**config.mk**
```make
export PLATFORM = sky130hd
export DESIGN_NAME = mic_capture
export DESIGN_NICKNAME = d
export VERILOG_FILES = /design/src/rtl/mic_capture_pkg.sv /design/src/rtl/mic_capture_peak_hold.sv /design/src/rtl/mic_capture.sv
export SDC_FILE = /design/constraint.sdc
export NUM_CORES = 1
export LEC_CHECK = 0
export CAP_MARGIN = 10
export CORE_ASPECT_RATIO = 0.7
export CORE_MARGIN = 3
export CORE_UTILIZATION = 40
export DETAILED_ROUTE_END_ITERATION = 10
export HOLD_SLACK_MARGIN = 0.02
export SYNTH_ARGS = -nofsm -noshare
export SYNTH_HDL_FRONTEND = slang
export SYNTH_SLANG_ARGS = --single-unit
```
**constraint.sdc**
```tcl
create_clock -name clk_100mhz -period 2.9 [get_ports clk_100mhz]
set_input_delay 0.725 -clock clk_100mhz [delete_from_list [all_inputs] [get_ports clk_100mhz]]
set_output_delay 0.725 -clock clk_100mhz [all_outputs]
set_load 0.05 [all_outputs]
```
**src/rtl/mic_capture_pkg.sv**
```systemverilog
// mic_capture_pkg: shared widths, FSM states and counter sizing for the MIC3 front end
package mic_capture_pkg;
  localparam int MIC_BITS = 12;
  localparam int MIC_FRAME_BITS = 16;
  localparam int MIC_LEAD_BITS = 4;
  typedef enum logic [1:0] {IDLE, CONVERT, DONE} mic_state_t;
  function automatic int cnt_w(input int n);
    return n > 1 ? $clog2(n) : 1;
  endfunction
endpackage

```
**src/rtl/mic_capture_peak_hold.sv**
```systemverilog
// mic_peak_hold: running max of accepted samples, published once per window
module mic_peak_hold import mic_capture_pkg::*; #(
  parameter int PEAK_WINDOW = 4000
) (
  input logic clk,
  input logic rst,
  input logic [MIC_BITS-1:0] sample,
  input logic sample_valid,
  output logic [MIC_BITS-1:0] peak,
  output logic peak_valid
);
  localparam int CW = cnt_w(PEAK_WINDOW);
  localparam logic [CW-1:0] LAST = CW'(PEAK_WINDOW - 1);
  logic [CW-1:0] cnt;
  logic [MIC_BITS-1:0] run_max;
  logic [MIC_BITS-1:0] new_max;
  logic wrap;
  // max including the incoming sample, and whether it closes the window
  always_comb begin
    new_max = sample > run_max ? sample : run_max;
    wrap = sample_valid && cnt == LAST;
  end
  // window counter, running max and published peak
  always_ff @(posedge clk) begin
    if (rst) begin
      cnt <= '0;
      run_max <= '0;
      peak <= '0;
      peak_valid <= 1'b0;
    end else begin
      peak_valid <= wrap;
      if (wrap) peak <= new_max;
      if (sample_valid) begin
        cnt <= wrap ? '0 : cnt + 1'b1;
        run_max <= wrap ? '0 : new_max;
      end
    end
  end
endmodule

```
**src/rtl/mic_capture.sv**
```systemverilog
// mic_capture: ADCS7476 SPI read frame at a fixed sample rate with frame check and windowed peak
module mic_capture import mic_capture_pkg::*; #(
  parameter int SCLK_DIV = 16,
  parameter int SAMPLE_DIV = 5000,
  parameter int PEAK_WINDOW = 4000
) (
  input logic clk_100mhz,
  input logic rst,
  input logic mic_miso,
  output logic mic_cs_n,
  output logic mic_sclk,
  output logic [MIC_BITS-1:0] sample,
  output logic sample_valid,
  output logic frame_err,
  output logic [MIC_BITS-1:0] peak,
  output logic peak_valid
);
  localparam int PW = cnt_w(SAMPLE_DIV);
  localparam int HW = cnt_w(SCLK_DIV);
  localparam int BW = cnt_w(MIC_FRAME_BITS);
  localparam logic [PW-1:0] PER_LAST = PW'(SAMPLE_DIV - 1);
  localparam logic [HW-1:0] HALF_LAST = HW'(SCLK_DIV - 1);
  localparam logic [BW-1:0] BIT_LAST = BW'(MIC_FRAME_BITS - 1);
  mic_state_t state, state_d;
  logic [PW-1:0] per_cnt;
  logic [HW-1:0] half_cnt;
  logic [BW-1:0] bit_cnt;
  logic [MIC_FRAME_BITS-1:0] shift;
  logic tick, rise, last, accept, reject;
  // SCLK edge detection, next state and frame verdict
  always_comb begin
    tick = state == CONVERT && half_cnt == HALF_LAST;
    rise = tick && !mic_sclk;
    last = rise && bit_cnt == BIT_LAST;
    state_d = state == IDLE ? (per_cnt == '0 ? CONVERT : IDLE) :
              state == CONVERT ? (last ? DONE : CONVERT) : IDLE;
    accept = state == DONE && shift[MIC_FRAME_BITS-1 -: MIC_LEAD_BITS] == '0;
    reject = state == DONE && !accept;
  end
  // FSM state register
  always_ff @(posedge clk_100mhz) begin
    if (rst) state <= IDLE;
    else state <= state_d;
  end
  // free-running sample-period counter
  always_ff @(posedge clk_100mhz) begin
    if (rst) per_cnt <= '0;
    else per_cnt <= per_cnt == PER_LAST ? '0 : per_cnt + 1'b1;
  end
  // serial interface pins, shift register and sample register
  always_ff @(posedge clk_100mhz) begin
    if (rst) begin
      mic_cs_n <= 1'b1;
      mic_sclk <= 1'b1;
      half_cnt <= '0;
      bit_cnt <= '0;
      shift <= '0;
      sample <= '0;
      sample_valid <= 1'b0;
      frame_err <= 1'b0;
    end else begin
      mic_cs_n <= state_d == IDLE;
      mic_sclk <= state == CONVERT ? mic_sclk ^ tick : 1'b1;
      half_cnt <= state == CONVERT && !tick ? half_cnt + 1'b1 : '0;
      bit_cnt <= state != CONVERT ? '0 : rise ? bit_cnt + 1'b1 : bit_cnt;
      if (rise) shift <= {shift[MIC_FRAME_BITS-2:0], mic_miso};
      if (accept) sample <= shift[MIC_BITS-1:0];
      sample_valid <= accept;
      frame_err <= reject;
    end
  end
  mic_peak_hold #(.PEAK_WINDOW(PEAK_WINDOW)) u_peak (
    .clk(clk_100mhz),
    .rst(rst),
    .sample(shift[MIC_BITS-1:0]),
    .sample_valid(accept),
    .peak(peak),
    .peak_valid(peak_valid)
  );
endmodule

```
==> run_summary.xml, run 1 <==
<?xml version="1.0" encoding="UTF-8"?>
<metrics>
  <group name="status">
    <metric name="status" unit="">finished, final reports clean</metric>
  </group>
  <group name="cts">
    <metric name="postCtsSetupBuffers" unit="">0</metric>
    <metric name="post_cts.resized_instances" unit="">0</metric>
    <metric name="tritoncts.num_buffers" unit="">9</metric>
    <metric name="worst_skew_pair_latency" unit="ns">0.34</metric>
    <metric name="cts_root_cell" unit="">clkbuf_16</metric>
    <metric name="clk_pin_slew_worst_paths" unit="ns">0.06</metric>
    <metric name="cts.hold.buffers_added" unit="">0</metric>
    <metric name="cts_tree" unit="">yes</metric>
    <metric name="tritoncts_num_sinks" unit="">92</metric>
    <metric name="clock_tree.buffer_depth" unit="">2</metric>
    <metric name="level_count_of_the_clock_h_tree" unit="">3</metric>
  </group>
  <group name="min_path">
    <metric name="timing.hold.worst.class" unit="">reg -&gt; reg</metric>
  </group>
  <group name="detailed_routing">
    <metric name="detailroute.via_count" unit="">3196</metric>
    <metric name="finalWirelength" unit="mm">8.796</metric>
    <metric name="detailedRoute.firstIterationViolations" unit="">272</metric>
    <metric name="route.detailed.wl_per_inst" unit="um">14.26</metric>
    <metric name="drt_first_pass_iters" unit="">5</metric>
    <metric name="post-route-drc-count" unit="">0</metric>
    <metric name="via_per_inst" unit="">5.180</metric>
    <metric name="final_antenna_net_count" unit="">0</metric>
  </group>
  <group name="power">
    <metric name="vdd_drop_max" unit="mV">0.2941</metric>
    <metric name="power_leakage" unit="uW">0.001798</metric>
    <metric name="power.density" unit="nW/um2">528.2</metric>
    <metric name="total_power" unit="uW">2480</metric>
  </group>
  <group name="setup_path">
    <metric name="crit_slowest_cell" unit="">o21a_1</metric>
    <metric name="timing.critical_path.buf_inv" unit="">0</metric>
    <metric name="worst-r2r-setup-slack" unit="ns">0.41</metric>
    <metric name="top_delay_family_on_crit_path" unit="">compound AO/OA/AOI/OAI gates</metric>
    <metric name="crit_end_category" unit="">register</metric>
    <metric name="slowest_delay" unit="ns">0.47</metric>
    <metric name="worstSetupPathType" unit="">reg -&gt; reg</metric>
    <metric name="worst_ep_arrival_time" unit="ns">2.71</metric>
    <metric name="path_max_fanout" unit="">21</metric>
    <metric name="kind_of_launch_point_of_the_worst_setup_path" unit="">register</metric>
    <metric name="cp_data_required_time" unit="ns">3.13</metric>
    <metric name="crit_chain" unit="">ha_1 -&gt; and3_1 -&gt; a221oi_1 -&gt; nand2_1 -&gt; o21a_1 -&gt; or3_1 -&gt; o311a_1</metric>
  </group>
  <group name="placed_design">
    <metric name="gp_routability_congestion" unit="">0.7985</metric>
    <metric name="place.port_buffers" unit="">31</metric>
    <metric name="place_area" unit="um2">4424</metric>
    <metric name="dp_hpwl" unit="mm">5.942</metric>
  </group>
  <group name="yosys">
    <metric name="synth_compound_area_share" unit="%">10.14</metric>
    <metric name="post-synth-top-area-cell" unit="">dfxtp_1</metric>
    <metric name="yosys_warnings" unit="">0</metric>
    <metric name="synthesized_area_fraction_occupied_by_adder_cells" unit="%">5.669</metric>
    <metric name="edff_count_synth" unit="">0</metric>
    <metric name="synth.ff_latch_count" unit="">92</metric>
    <metric name="ys.flop_type" unit="">dfxtp_1</metric>
    <metric name="syn_avg_cell_area" unit="um2">8.655</metric>
    <metric name="synth_async_sr_flop_share" unit="%">0</metric>
    <metric name="synth_most_common_cell" unit="">dfxtp_1</metric>
    <metric name="synth_top_cell_area_share" unit="%">46.36</metric>
    <metric name="synth-seq-area-share" unit="%">46.36</metric>
    <metric name="synth_common_cells" unit="">dfxtp_1 (92), nor2_1 (66), nand2_1 (59), nand3_1 (40), a21oi_1 (19)</metric>
    <metric name="area_share_of_and_or_nand_nor_cells_after_synthesis" unit="%">24.38</metric>
    <metric name="synth_cells" unit="">459</metric>
    <metric name="yosys.area_share.xor_xnor" unit="%">5.071</metric>
    <metric name="synth.area.top_cells" unit="">dfxtp_1 (46%), nor2_1 (6.2%), ha_1 (5.7%), nand2_1 (5.6%), nand3_1 (5.0%)</metric>
    <metric name="post_synth_mux_area_share" unit="%">4.283</metric>
    <metric name="number_of_nets_in_the_synthesized_netlist" unit="">480</metric>
    <metric name="synth_area" unit="um2">3973</metric>
    <metric name="synth_top_family_by_area" unit="">simple AND/OR/NAND/NOR gates</metric>
    <metric name="synth_cell_types" unit="">45</metric>
  </group>
  <group name="floorplanning">
    <metric name="initial_utilization" unit="%">42.44</metric>
    <metric name="floorplan.core_area" unit="um2">9361</metric>
    <metric name="ios" unit="">32</metric>
    <metric name="die_width" unit="um">125.1</metric>
    <metric name="std_cell_rows" unit="">29</metric>
    <metric name="design.die.area" unit="um2">11180</metric>
    <metric name="die_height" unit="um">89.38</metric>
  </group>
  <group name="sta">
    <metric name="slew_viol_final" unit="">0</metric>
    <metric name="finalSetupTns" unit="ns">0</metric>
    <metric name="fmax" unit="GHz">0.4021</metric>
    <metric name="rsz0062_at_grt" unit="">false</metric>
    <metric name="min_period" unit="ns">2.487</metric>
    <metric name="final_hold_viol_count" unit="">0</metric>
    <metric name="finalCritPeriodShare" unit="%">85.75</metric>
    <metric name="clock_skew" unit="ns">0.006161</metric>
    <metric name="setup_violations" unit="">0</metric>
    <metric name="max-slew-margin-rel" unit="%">47.51</metric>
    <metric name="max_slew.worst_pin.slew" unit="ns">0.7873</metric>
  </group>
  <group name="global_routing">
    <metric name="overflow" unit="">0</metric>
    <metric name="via_count_of_the_first_global_routing_pass" unit="">2941</metric>
    <metric name="grt_pass1_wl" unit="mm">14.83</metric>
    <metric name="grt_antenna_before_repair" unit="">0</metric>
    <metric name="grt_use_total" unit="%">16.75</metric>
    <metric name="pin_count_of_the_biggest_net_entering_global_routing" unit="">32</metric>
  </group>
  <group name="cells_and_area">
    <metric name="diodes" unit="">0</metric>
    <metric name="final_layout_size_suffix_gt1_share" unit="%">6.694</metric>
    <metric name="n_fill_cell" unit="">898</metric>
    <metric name="area.growth.synth_to_final" unit="%">18.20</metric>
    <metric name="final_net_count" unit="">509</metric>
    <metric name="design_area" unit="um2">4696</metric>
  </group>
  <group name="job">
    <metric name="max_cap_viol_count" unit="">0</metric>
  </group>
</metrics>
==> final timing paths <==
kind,from,end,cells after the start
worst max-delay path,shift[8],u_peak.peak[0],7
worst min-delay path,u_peak.run_max[4],u_peak.peak[4],2
worst max register to register,shift[8],u_peak.peak[0],7
worst min register to register,u_peak.run_max[4],u_peak.peak[4],2
==> registers in the layout, indices dropped and copies added, names as in the netlist, 4 cells and up <==
signal,flops
bit_cnt,4
half_cnt,4
per_cnt,13
sample,12
shift,16
u_peak.cnt,12
u_peak.peak,12
u_peak.run_max,12
==> layout by cell type (no fill, tap or decap), types with 2 or more instances in the layout <==
master	netlist	final
and3_1	9	9
clkbuf_1	17	2
or2_2	2	2
clkinvlp_4	0	2
a311o_1	2	2
clkdlybuf4s50_1	0	30
a21o_1	5	5
xor2_1	14	14
o211ai_1	4	4
nand4_1	8	8
or3_1	3	3
clkinv_2	0	2
and2_1	2	2
o21ai_0	2	2
nor2_1	66	66
mux2i_1	17	17
a21oi_1	19	19
nand2_1	59	59
ha_1	18	18
xnor2_1	9	9
inv_1	17	17
nand3_1	40	40
clkbuf_16	0	9
nor4_1	2	2
nor3_1	7	7
buf_4	0	12
nand2b_1	3	3
a32oi_1	15	15
dfxtp_1	92	92
==> cell type report <==
| type | instances | area [um2] | area share [%] |
|---|---|---|---|
| clock buffers | 12 | 246.5 | 5.249 |
| inverters | 17 | 63.81 | 1.359 |
| well taps | 124 | 155.1 | 3.304 |
| clock inverters | 4 | 25.02 | 0.5329 |
| flip-flops and latches | 92 | 1842 | 39.22 |
| multi-input cells | 325 | 1968 | 41.91 |
| repair buffers | 43 | 395.4 | 8.420 |
==> power by group <==
part	switching (uW)	total [uW]	internal (uW)
registers	11.5	1290	1280
clock network	474	1080	602
logic	82.1	116	34.1
total	568	2480	1910
==> worst reg2reg max path, cell delays in order, from the launching register on <==
cell	delay, ns
dfxtp_1	0.42
ha_1	0.28
and3_1	0.21
a221oi_1	0.30
nand2_1	0.11
o21a_1	0.47
or3_1	0.47
o311a_1	0.13
==> metrics by stage <==
step / hold WS (ns) / worst slack (ns) / cells / utilization [%]
2_1_floorplan: 0.4300 / 0.7059 / 459 / -
3_3_place_gp: 0.4383 / 0.5200 / 601 / 47.26
3_5_place_dp: 0.4417 / 0.4375 / 601 / 47.26
4_1_cts: 0.4559 / 0.4533 / 617 / 50.16
5_1_grt: 0.4785 / 0.2500 / 617 / 50.16
6_report: 0.4555 / 0.4132 / 617 / 50.16
==> layer usage <==
layer	vias to the layer above	part of all wire [%]	track usage, %
met4	0	0.45	6.201
met5	-	0	0
li1	1647	-	-
met1	1482	53	23.52
met3	2	4.2	4.537
met2	65	42	24.82
==> cells by family (layout without fill, tap and decap cells) <==
family / after synthesis / in the layout
AOI/OAI and AO/OA: 57 / 57
xor gates and xnor gates: 23 / 23
adders and majority gates: 18 / 18
buffers and inverters: 42 / 76
DFF: 92 / 92
muxes: 17 / 17
and+or+nand+nor: 210 / 210
Power figures use the tool's default switching activity.
==> inputs of run 2 (changes only) <==
Settings changed: GPL_ROUTABILITY_DRIVEN set to 0.
==> results of run 2 <==
Final layout, timing and power as in run 1 (identical DEF).
